## config.mk

```make
export PLATFORM = sky130hd
export DESIGN_NAME = bisr_remap_ctrl
export DESIGN_NICKNAME = d
export VERILOG_FILES = /design/src/rtl/bisr_remap_ctrl.sv
export SDC_FILE = /design/constraint.sdc
export NUM_CORES = 1
export LEC_CHECK = 0
export ABC_CLOCK_PERIOD_IN_PS = 3900
export CAP_MARGIN = 10
export CORE_UTILIZATION = 50
export CTS_CLUSTER_SIZE = 40
export DETAILED_ROUTE_END_ITERATION = 8
export GPL_TIMING_DRIVEN = 1
export PLACE_DENSITY = 0.7
export RECOVER_POWER = 50
export SLEW_MARGIN = 20
export SYNTH_ARGS = -nofsm -noshare
export SYNTH_HDL_FRONTEND = slang
export SYNTH_SLANG_ARGS = --single-unit
```

## constraint.sdc

```tcl
create_clock -name CLK -period 3.9 [get_ports CLK]
set_input_delay 0.78 -clock CLK [delete_from_list [all_inputs] [get_ports CLK]]
set_output_delay 0.78 -clock CLK [all_outputs]
set_load 0.05 [all_outputs]
```

## src/rtl/bisr_remap_ctrl.sv

```systemverilog
// bisr_remap_ctrl: built-in self-repair remap controller.
//
// Collects faulty addresses from a BIST engine into a de-duplicating fault
// table during the log phase. In mission mode every host access that hits a
// logged address goes to a dedicated spare word (entry i -> spare word i);
// all other accesses go to main memory.
//
// Ports:
//   CLK, RST            clock, synchronous active-high reset
//   FAULT_VALID/ADDR    one faulty address per cycle from BIST
//   BIST_DONE           end of logging pulse
//   HOST_*              host request port (1-cycle read latency, no stalls)
//   MAIN_*              main SRAM port (1-cycle synchronous read)
//   SPARE_*             spare SRAM port (1-cycle synchronous read)
//   FAULT_COUNT         number of valid table entries
//   REPAIR_DONE         table final, remapping active
//   REPAIR_FAIL         more unique faults than spare words
module bisr_remap_ctrl #(
  parameter int ADDR_W    = 16,
  parameter int DATA_W    = 8,
  parameter int NUM_SPARE = 32,
  parameter int SPARE_AW  = $clog2(NUM_SPARE)
) (
  input  logic                CLK,
  input  logic                RST,
  input  logic                FAULT_VALID,
  input  logic [ADDR_W-1:0]   FAULT_ADDR,
  input  logic                BIST_DONE,
  input  logic                HOST_REQ,
  input  logic                HOST_WE,
  input  logic [ADDR_W-1:0]   HOST_ADDR,
  input  logic [DATA_W-1:0]   HOST_WDATA,
  output logic                HOST_READY,
  output logic                HOST_RVALID,
  output logic [DATA_W-1:0]   HOST_RDATA,
  output logic                MAIN_EN,
  output logic                MAIN_WE,
  output logic [ADDR_W-1:0]   MAIN_ADDR,
  output logic [DATA_W-1:0]   MAIN_WDATA,
  input  logic [DATA_W-1:0]   MAIN_RDATA,
  output logic                SPARE_EN,
  output logic                SPARE_WE,
  output logic [SPARE_AW-1:0] SPARE_ADDR,
  output logic [DATA_W-1:0]   SPARE_WDATA,
  input  logic [DATA_W-1:0]   SPARE_RDATA,
  output logic [SPARE_AW:0]   FAULT_COUNT,
  output logic                REPAIR_DONE,
  output logic                REPAIR_FAIL
);

  typedef enum logic [1:0] {S_LOG, S_READY, S_FAIL} state_t;

  state_t              state, state_nxt;
  logic [NUM_SPARE-1:0] ent_vld;
  logic [ADDR_W-1:0]   ent_addr [NUM_SPARE];
  logic [SPARE_AW:0]   count;
  logic                overflow;

  logic                fault_hit, table_full, log_new, log_ovf;
  logic                host_hit;
  logic [SPARE_AW-1:0] host_idx;
  logic                rd_acc, rd_spare;
  logic                vld_p0, hit_p0;

  // Dedup compare of the reported fault against every valid entry.
  always_comb begin
    fault_hit = 1'b0;
    for (int i = 0; i < NUM_SPARE; i++) begin
      if (ent_vld[i] && (ent_addr[i] == FAULT_ADDR)) fault_hit = 1'b1;
    end
  end

  assign table_full = (count == (SPARE_AW+1)'(NUM_SPARE));
  assign log_new    = (state == S_LOG) && FAULT_VALID && !fault_hit && !table_full;
  assign log_ovf    = (state == S_LOG) && FAULT_VALID && !fault_hit && table_full;

  // Host lookup; scanning downward lets the lowest matching index win.
  always_comb begin
    host_hit = 1'b0;
    host_idx = '0;
    for (int i = NUM_SPARE - 1; i >= 0; i--) begin
      if (ent_vld[i] && (ent_addr[i] == HOST_ADDR)) begin
        host_hit = 1'b1;
        host_idx = SPARE_AW'(i);
      end
    end
  end

  // Control state: FSM, table valid bits, count, overflow, read valid.
  always_ff @(posedge CLK) begin
    if (RST) begin
      state    <= S_LOG;
      ent_vld  <= '0;
      count    <= '0;
      overflow <= 1'b0;
      vld_p0   <= 1'b0;
    end else begin
      state  <= state_nxt;
      vld_p0 <= rd_acc;
      if (log_new) begin
        for (int i = 0; i < NUM_SPARE; i++) begin
          if (count == (SPARE_AW+1)'(i)) ent_vld[i] <= 1'b1;
        end
        count <= count + 1'b1;
      end
      if (log_ovf) overflow <= 1'b1;
    end
  end

  // Data state: table addresses and the registered read-return select.
  always_ff @(posedge CLK) begin
    if (log_new) begin
      for (int i = 0; i < NUM_SPARE; i++) begin
        if (count == (SPARE_AW+1)'(i)) ent_addr[i] <= FAULT_ADDR;
      end
    end
    hit_p0 <= rd_spare;
  end

  // Next state and request routing.
  always_comb begin
    state_nxt   = state;
    HOST_READY  = 1'b0;
    REPAIR_DONE = 1'b0;
    REPAIR_FAIL = 1'b0;
    MAIN_EN     = 1'b0;
    MAIN_WE     = 1'b0;
    MAIN_ADDR   = HOST_ADDR;
    MAIN_WDATA  = HOST_WDATA;
    SPARE_EN    = 1'b0;
    SPARE_WE    = 1'b0;
    SPARE_ADDR  = host_idx;
    SPARE_WDATA = HOST_WDATA;
    rd_acc      = 1'b0;
    rd_spare    = 1'b0;
    case (state)
      S_LOG: begin
        // A fault arriving with BIST_DONE still counts toward overflow.
        if (BIST_DONE) state_nxt = (overflow || log_ovf) ? S_FAIL : S_READY;
      end
      S_READY: begin
        HOST_READY  = 1'b1;
        REPAIR_DONE = 1'b1;
        if (HOST_REQ) begin
          rd_acc = !HOST_WE;
          if (host_hit) begin
            SPARE_EN = 1'b1;
            SPARE_WE = HOST_WE;
            rd_spare = !HOST_WE;
          end else begin
            MAIN_EN = 1'b1;
            MAIN_WE = HOST_WE;
          end
        end
      end
      S_FAIL: begin
        HOST_READY  = 1'b1;
        REPAIR_FAIL = 1'b1;
        if (HOST_REQ) begin
          rd_acc  = !HOST_WE;
          MAIN_EN = 1'b1;
          MAIN_WE = HOST_WE;
        end
      end
      default: state_nxt = S_LOG;
    endcase
  end

  // Read return stage
  assign HOST_RVALID = vld_p0;
  assign HOST_RDATA  = !vld_p0 ? '0 : (hit_p0 ? SPARE_RDATA : MAIN_RDATA);
  assign FAULT_COUNT = count;

endmodule

```

==> flow_metrics.env, run 1 <==
export IMPL_seq_area_frac_synth_pct=52.9
export IMPL_cts_root_buf="clkbuf_16"
export IMPL_syn_nets=2456
export IMPL_tns_ns=-115.09
export IMPL_dp_cells=3450
export IMPL_die_w_um=250
export IMPL_grt_use_met1_pct=43.5
export IMPL_startpoint="HOST_ADDR[9]"
export IMPL_layout_setup_ws_ns=-0.325
export IMPL_wl_um=103000
export IMPL_max_cap_viol_count=0
export IMPL_reg2reg_depth=14
export IMPL_p_leak_nw=12.3
export IMPL_synth_enable_flop_cells=512
export IMPL_rsz0062_at_grt="yes"
export IMPL_r2r_end="ent_addr[1][168]$_DFFE_PP_"
export IMPL_insertion_delay_ns=0.65
export IMPL_finalCritPeriodShare_pct=108
export IMPL_final_cell_mix="xnor2_1 (806), edfxtp_1 (512), buf_4 (210)"
export IMPL_reg2reg_from="ent_addr[1][43]$_DFFE_PP_"
export IMPL_drive_above_1_share_pct=20.0
export IMPL_cts_htree_levels=2
export IMPL_fin_nets=2887
export IMPL_start_util_pct=50.7
export IMPL_start_kind="input port"
export IMPL_final_cells=3648
export IMPL_drt_pass1_iterations=5
export IMPL_gp_congestion=0.987
export IMPL_syn_cell_area_um2=30700
export IMPL_max_freq_ghz=0.237
export IMPL_tightestPinTransition_ns=1.27
export IMPL_crit_type="input port to output port"
export IMPL_rrSetupSlack_ns=0.43
export IMPL_yosysUniqueCellTypes=61
export IMPL_areaGrowthSynthToFinish_pct=24.1
export IMPL_top_usage_layer="met2"
export IMPL_dp_hpwl_um=70100
export IMPL_via_per_inst=5.96
export IMPL_grtUsageMet3_pct=5.20
export IMPL_core_area_um2=60500
export IMPL_io_buffers=96
export IMPL_setup_viol=557
export IMPL_clk_path_buf_depth=3
export IMPL_skew_ns=0.0268
export IMPL_cp_slowest_cell="nor4_4"
export IMPL_dieArea_um2=62400
export IMPL_worstPathArrival_ns=3.44
export IMPL_synthArstFlopShare_pct=0
export IMPL_grt_use_total_pct=32.6
export IMPL_ir_worst_vdd_uv=376
export IMPL_num_rows=90
export IMPL_postSynthCellCount=2387
export IMPL_cp_common_cell="nor4_4"
export IMPL_mostFrequentLayoutCell="xnor2_1"
export IMPL_avgSynthCellArea_um2=12.9
export IMPL_wire_per_inst_um=28.2
export IMPL_hold_buffers=0
export IMPL_worstPathCellList="buf_4, buf_12, buf_6, xor2_1, nor4_2, nand4_1, nor4_4, buf_4, buf_4, nor4_4, nand2_1, a31oi_4, nor4_4, nor4_4, buf_12"
export IMPL_hold_class="flop to flop"
export IMPL_ys_flop_type="edfxtp_1"
export IMPL_slew_viol_final=0
export IMPL_use_met2_pct=51.8
export IMPL_first_iter_violations=2385
export IMPL_required_ns=3.12
export IMPL_grt_pass1_vias=22100
export IMPL_violations="negative setup slack"
export IMPL_ant_nets=0
export IMPL_status="finished with violations"
export IMPL_io_pins=121
export IMPL_clk_pin_slew_worst_paths_ns=0.06
export IMPL_vias=21700
export IMPL_hold_violations=0
export IMPL_grt_first_pass_wirelength_um=149000
export IMPL_gr_total_overflow=0
export IMPL_grt_max_degree=30
export IMPL_drc=0
export IMPL_yosys_warnings=0
export IMPL_slew_headroom_pct=15.1
export IMPL_hold_ws_ns=0.495
export IMPL_cts_buffers=59
export IMPL_max_stage_delay_ns=0.36
export IMPL_cts_sinks=555
export IMPL_crit_path_end_kind="output port"
export IMPL_die_h_um=250
export IMPL_worstSetupEndpoint="SPARE_ADDR[2]"
export IMPL_fin_crit_ns=4.22
export IMPL_antenna_found_initial=2
export IMPL_synth_seq_cells=555
export IMPL_worst_path_max_fanout=5
export IMPL_tritoncts="built"
export IMPL_p_per_area_nw_per_um2=370
## flip-flops by register name (all words and copies together) (netlist names)
name and count:
state 2, HOST_RVALID 1, FAULT_COUNT 6, overflow 1, ent_addr 512, ent_vld 32, hit_p0 1
## report_power, final
part | leakage [nW] | internal, mW | total (mW) | switching (mW)
registers | 4.96 | 6.54 | 6.57 | 0.0350
logic | 6.40 | 0.771 | 1.82 | 1.05
clock network | 0.942 | 3.25 | 5.67 | 2.42
total | 12.3 | 10.6 | 14.1 | 3.50
## kinds of logic (layout without fill, tap and decap cells)
family / after synthesis / in the layout / synth area share [%]
AND/OR/NAND/NOR: 531 / 531 / 10.1
other: 0 / 1 / 0
flip-flops: 555 / 555 / 52.9
AO/OA/AOI/OAI: 72 / 72 / 1.82
XOR/XNOR: 1027 / 1027 / 29.3
multiplexers: 10 / 10 / 0.334
adder cells (fa/ha/maj): 7 / 7 / 0.285
buffers and inverters: 185 / 663 / 5.24
## timing repair
| item | 4_1_cts | 5_1_grt |
|---|---|---|
| gates cloned | 5 | 1 |
| endpoints found under the setup margin | 9 | 9 |
| pin swaps | 64 | 36 |
| buffers inserted | 59 | 27 |
| gates resized for setup | 125 | 45 |
## cell type report
class                           instances  area (um2)
Fill cell                            4537       22400
Sequential cell                       555       16200
Multi-Input combinational cell       1647       13500
Timing Repair Buffer                  544        5400
Clock buffer                           75        1590
Tap cell                              782         978
Clock inverter                         33         320
Inverter                               11        41.3
Antenna cell                            1        2.50
## cell usage after synthesis, drive strengths merged (2+ instances only)
master,instances,area (um2)
a21oi,14,70.1
a31oi,4,25.0
a32o,22,220
and2,4,25.0
and3,9,86.3
and4,2,17.5
buf,163,1520
clkbuf,11,45.1
dfxtp,43,861
edfxtp,512,15400
ha,7,87.6
inv,11,41.3
mux2,2,22.5
mux2i,8,80.1
nand2,47,184
nand2b,4,25.0
nand3,79,400
nand4,178,1120
nor2,62,240
nor2b,16,100
nor3,14,70.1
nor3b,2,20.0
nor4,103,701
o211ai,2,15.0
o21a,11,82.6
o21ai,9,48.8
o22ai,5,37.5
or2,3,21.3
xnor2,826,7230
xor2,201,1760
## metal layers
| layer | part of all wire, % | vias up |
|---|---|---|
| li1 | - | 9300 |
| met1 | 39 | 10900 |
| met2 | 46 | 1235 |
| met3 | 9.4 | 287 |
| met4 | 5.0 | 4 |
| met5 | 0.021 | - |
## per-stage QoR
stage               setup WS [ns]  utilization [%]  power [mW]  cell area [um2]
global placement           -0.665             57.9        8.39            35000
finish                     -0.325             62.9        14.1            38100
global route               -0.466             62.9        14.4            38100
floorplan                  -0.154                -        7.70            30800
detailed placement         -0.622             57.9        8.41            35000
CTS                        -0.257             63.2        14.1            38200
## how the worst min path moves through the flow
stage                        startpoint                          to  slack [ns]  cells past startpoint
2_1_floorplan     overflow$_SDFFE_PP0P_       overflow$_SDFFE_PP0P_        0.43                      2
5_1_grt         ent_vld[3]$_SDFFE_PP0P_     ent_vld[3]$_SDFFE_PP0P_        0.52                      1
6_report          state[1]$_SDFFE_PP0P_       state[1]$_SDFFE_PP0P_        0.50                      2
3_5_place_dp   ent_vld[31]$_SDFFE_PP0P_    ent_vld[31]$_SDFFE_PP0P_        0.48                      1
3_3_place_gp   ent_vld[12]$_SDFFE_PP0P_    ent_vld[12]$_SDFFE_PP0P_        0.47                      1
4_1_cts                  FAULT_ADDR[15]  ent_addr[1][255]$_DFFE_PP_        0.42                      1
## worst max-delay path, delay by kind of cell
family | cells | cell delay, ns
AO/OA/AOI/OAI | 1 | 0.11
XOR/XNOR | 1 | 0.17
AND/OR/NAND/NOR | 7 | 1.45
buffers and inverters | 6 | 0.92
No activity file was read; power rests on OpenSTA's default activity.
==> inputs of run 2 (changes only) <==
--- a/config.mk
+++ b/config.mk
@@ -7,6 +7,7 @@
 export LEC_CHECK = 0
 export ABC_CLOCK_PERIOD_IN_PS = 3900
 export CAP_MARGIN = 10
+export CORE_MARGIN = 8
 export CORE_UTILIZATION = 50
 export CTS_CLUSTER_SIZE = 40
 export DETAILED_ROUTE_END_ITERATION = 8
==> run 2 against run 1 <==
Effect of this change: the run still ends with negative setup slack left; via count decreased by 2.3%; clock-buffer cell count rose by 7; non-clock buffer count decreased by 45; clock power is essentially flat; critical path type unchanged; largest power group unchanged; highest routed layer unchanged.
==> flow_metrics.env, run 2 (synthesized netlist as in run 1, its figures left out) <==
export IMPL_slew_viol_final=0
export IMPL_reg2reg_depth=11
export IMPL_tightestPinTransition_ns=1.17
export IMPL_worstPathArrival_ns=3.38
export IMPL_start_kind="input port"
export IMPL_final_util_pct=61.8
export IMPL_tns_ns=-60.97
export IMPL_grt_first_pass_wirelength_um=145000
export IMPL_grt_max_degree=42
export IMPL_hp_start="ent_vld[15]$_SDFFE_PP0P_"
export IMPL_crit_type="input port to output port"
export IMPL_fin_nets=2842
export IMPL_dpl_cell_area_um2=34800
export IMPL_via_per_inst=5.88
export IMPL_vias=21200
export IMPL_rrSetupSlack_ns=0.56
export IMPL_antenna_found_initial=4
export IMPL_violations="negative setup slack"
export IMPL_wire_per_inst_um=27.7
export IMPL_worstSetupEndpoint="SPARE_WE"
export IMPL_core_area_um2=61100
export IMPL_insertion_delay_ns=0.65
export IMPL_hold_buffers=0
export IMPL_mostFrequentLayoutCell="xnor2_1"
export IMPL_total_power_mw=14.0
export IMPL_max_stage_delay_ns=0.48
export IMPL_setup_viol=494
export IMPL_clk_path_buf_depth=3
export IMPL_num_rows=91
export IMPL_r2r_end="ent_addr[1][43]$_DFFE_PP_"
export IMPL_drc=0
export IMPL_die_h_um=264
export IMPL_reg2reg_from="ent_addr[0][4]$_DFFE_PP_"
export IMPL_largest_register_ffs=512
export IMPL_areaGrowthSynthToFinish_pct=23.2
export IMPL_ant_nets=0
export IMPL_cts_sinks=555
export IMPL_first_iter_violations=2329
export IMPL_skew_ns=0.0334
export IMPL_gr_total_overflow=0
export IMPL_cp_slowest_cell="or4b_4"
export IMPL_dp_cells=3427
export IMPL_cts_buffers=59
export IMPL_hold_class="flop to flop"
export IMPL_worstPathCellList="buf_2, buf_12, xor2_1, nor4_2, nand4_1, nor4_4, buf_4, nor2_4, and4_4, or4b_4, or2_4, and3_4, and2_4, buf_12"
export IMPL_tritoncts="built"
export IMPL_regMostFlops="ent_addr"
export IMPL_cts_htree_levels=2
export IMPL_drt_pass1_iterations=5
export IMPL_cp_top_family="simple AND/OR/NAND/NOR gates"
export IMPL_grt_pass1_vias=21300
export IMPL_rsz0062_at_grt="yes"
export IMPL_p_leak_nw=12.1
export IMPL_die_w_um=264
export IMPL_layout_setup_ws_ns=-0.262
export IMPL_final_cells=3613
export IMPL_startpoint="HOST_ADDR[10]"
export IMPL_worst_path_max_fanout=14
export IMPL_clk_pin_slew_worst_paths_ns=0.06
export IMPL_finalCritPeriodShare_pct=107
export IMPL_status="finished with violations"
export IMPL_dp_hpwl_um=69100
export IMPL_drive_above_1_share_pct=19.6
export IMPL_hold_ws_ns=0.493
export IMPL_max_freq_ghz=0.240
export IMPL_io_buffers=96
export IMPL_p_per_area_nw_per_um2=371
export IMPL_gp_congestion=0.975
export IMPL_dpl_worst_slack_ns=-0.624
export IMPL_slew_headroom_pct=22.2
export IMPL_dieArea_um2=69500
export IMPL_wl_um=100000
export IMPL_num_fill_cells=4618
export IMPL_crit_path_end_kind="output port"
export IMPL_start_util_pct=50.2
export IMPL_required_ns=3.12
export IMPL_fin_area_um2=37800
export IMPL_hold_violations=0
export IMPL_cp_common_cell="buf_12"
export IMPL_max_cap_viol_count=0
export IMPL_path_buf_inv=4
export IMPL_crit_cells=14
export IMPL_ir_worst_vdd_uv=367
export IMPL_fin_crit_ns=4.16
export IMPL_cts_root_buf="clkbuf_16"
export IMPL_io_pins=121
export IMPL_final_cell_mix="xnor2_1 (813), edfxtp_1 (512), buf_4 (200)"
export IMPL_grt_use_total_pct=28.0
run 2: changes by cell type in the layout (fill, tap and decap cells not counted), sizes merged:
cell,before,now
buf,359,351
bufinv,6,4
clkinv,25,22
dlygate4sd3,28,24
clkbuf,203,175
clkdlybuf4s50,27,31
bufbuf,2,0
run 2: layer usage:
metal,track usage [%],vias up,part of all wire [%]
met5,0,-,0.013
met4,13.5,2,5.4
met3,4.24,293,9.2
met2,44.1,1199,45
met1,37.7,10500,40
li1,-,9213,-
run 2: worst min path at each step:
stage                     cells past startpoint                   endpoint  slack (ns)
after floorplan                               2      overflow$_SDFFE_PP0P_        0.43
after global placement                        1   ent_vld[15]$_SDFFE_PP0P_        0.48
after detailed placement                      1   ent_vld[15]$_SDFFE_PP0P_        0.48
after CTS                                     1  ent_addr[1][87]$_DFFE_PP_        0.40
after global routing                          1   ent_vld[11]$_SDFFE_PP0P_        0.52
final                                         1   ent_vld[15]$_SDFFE_PP0P_        0.49
run 2: area by class of cell:
type                       count  area (um2)  share of cell area, %
clock buffer                  82        1680                   4.46
sequential                   555       16200                   43.0
timing repair buffer         499        5110                   13.5
clock inverter                28         254                  0.672
tap                          790         988                   2.62
antenna                        1        2.50                0.00662
inverter                      11        41.3                  0.109
multi-input combinational   1647       13500                   35.7
run 2: what timing repair did:
| action | in CTS | in global routing |
|---|---|---|
| gates cloned | 1 | 0 |
| setup endpoints to repair | 9 | 9 |
| resized for setup | 96 | 59 |
| pin swaps | 56 | 41 |
| buffers inserted | 45 | 33 |
run 2: where the power goes:
group,total [mW],internal [mW],switching [mW]
Clock,5.67,3.27,2.40
Combinational,1.77,0.750,1.02
Sequential,6.57,6.54,0.0367
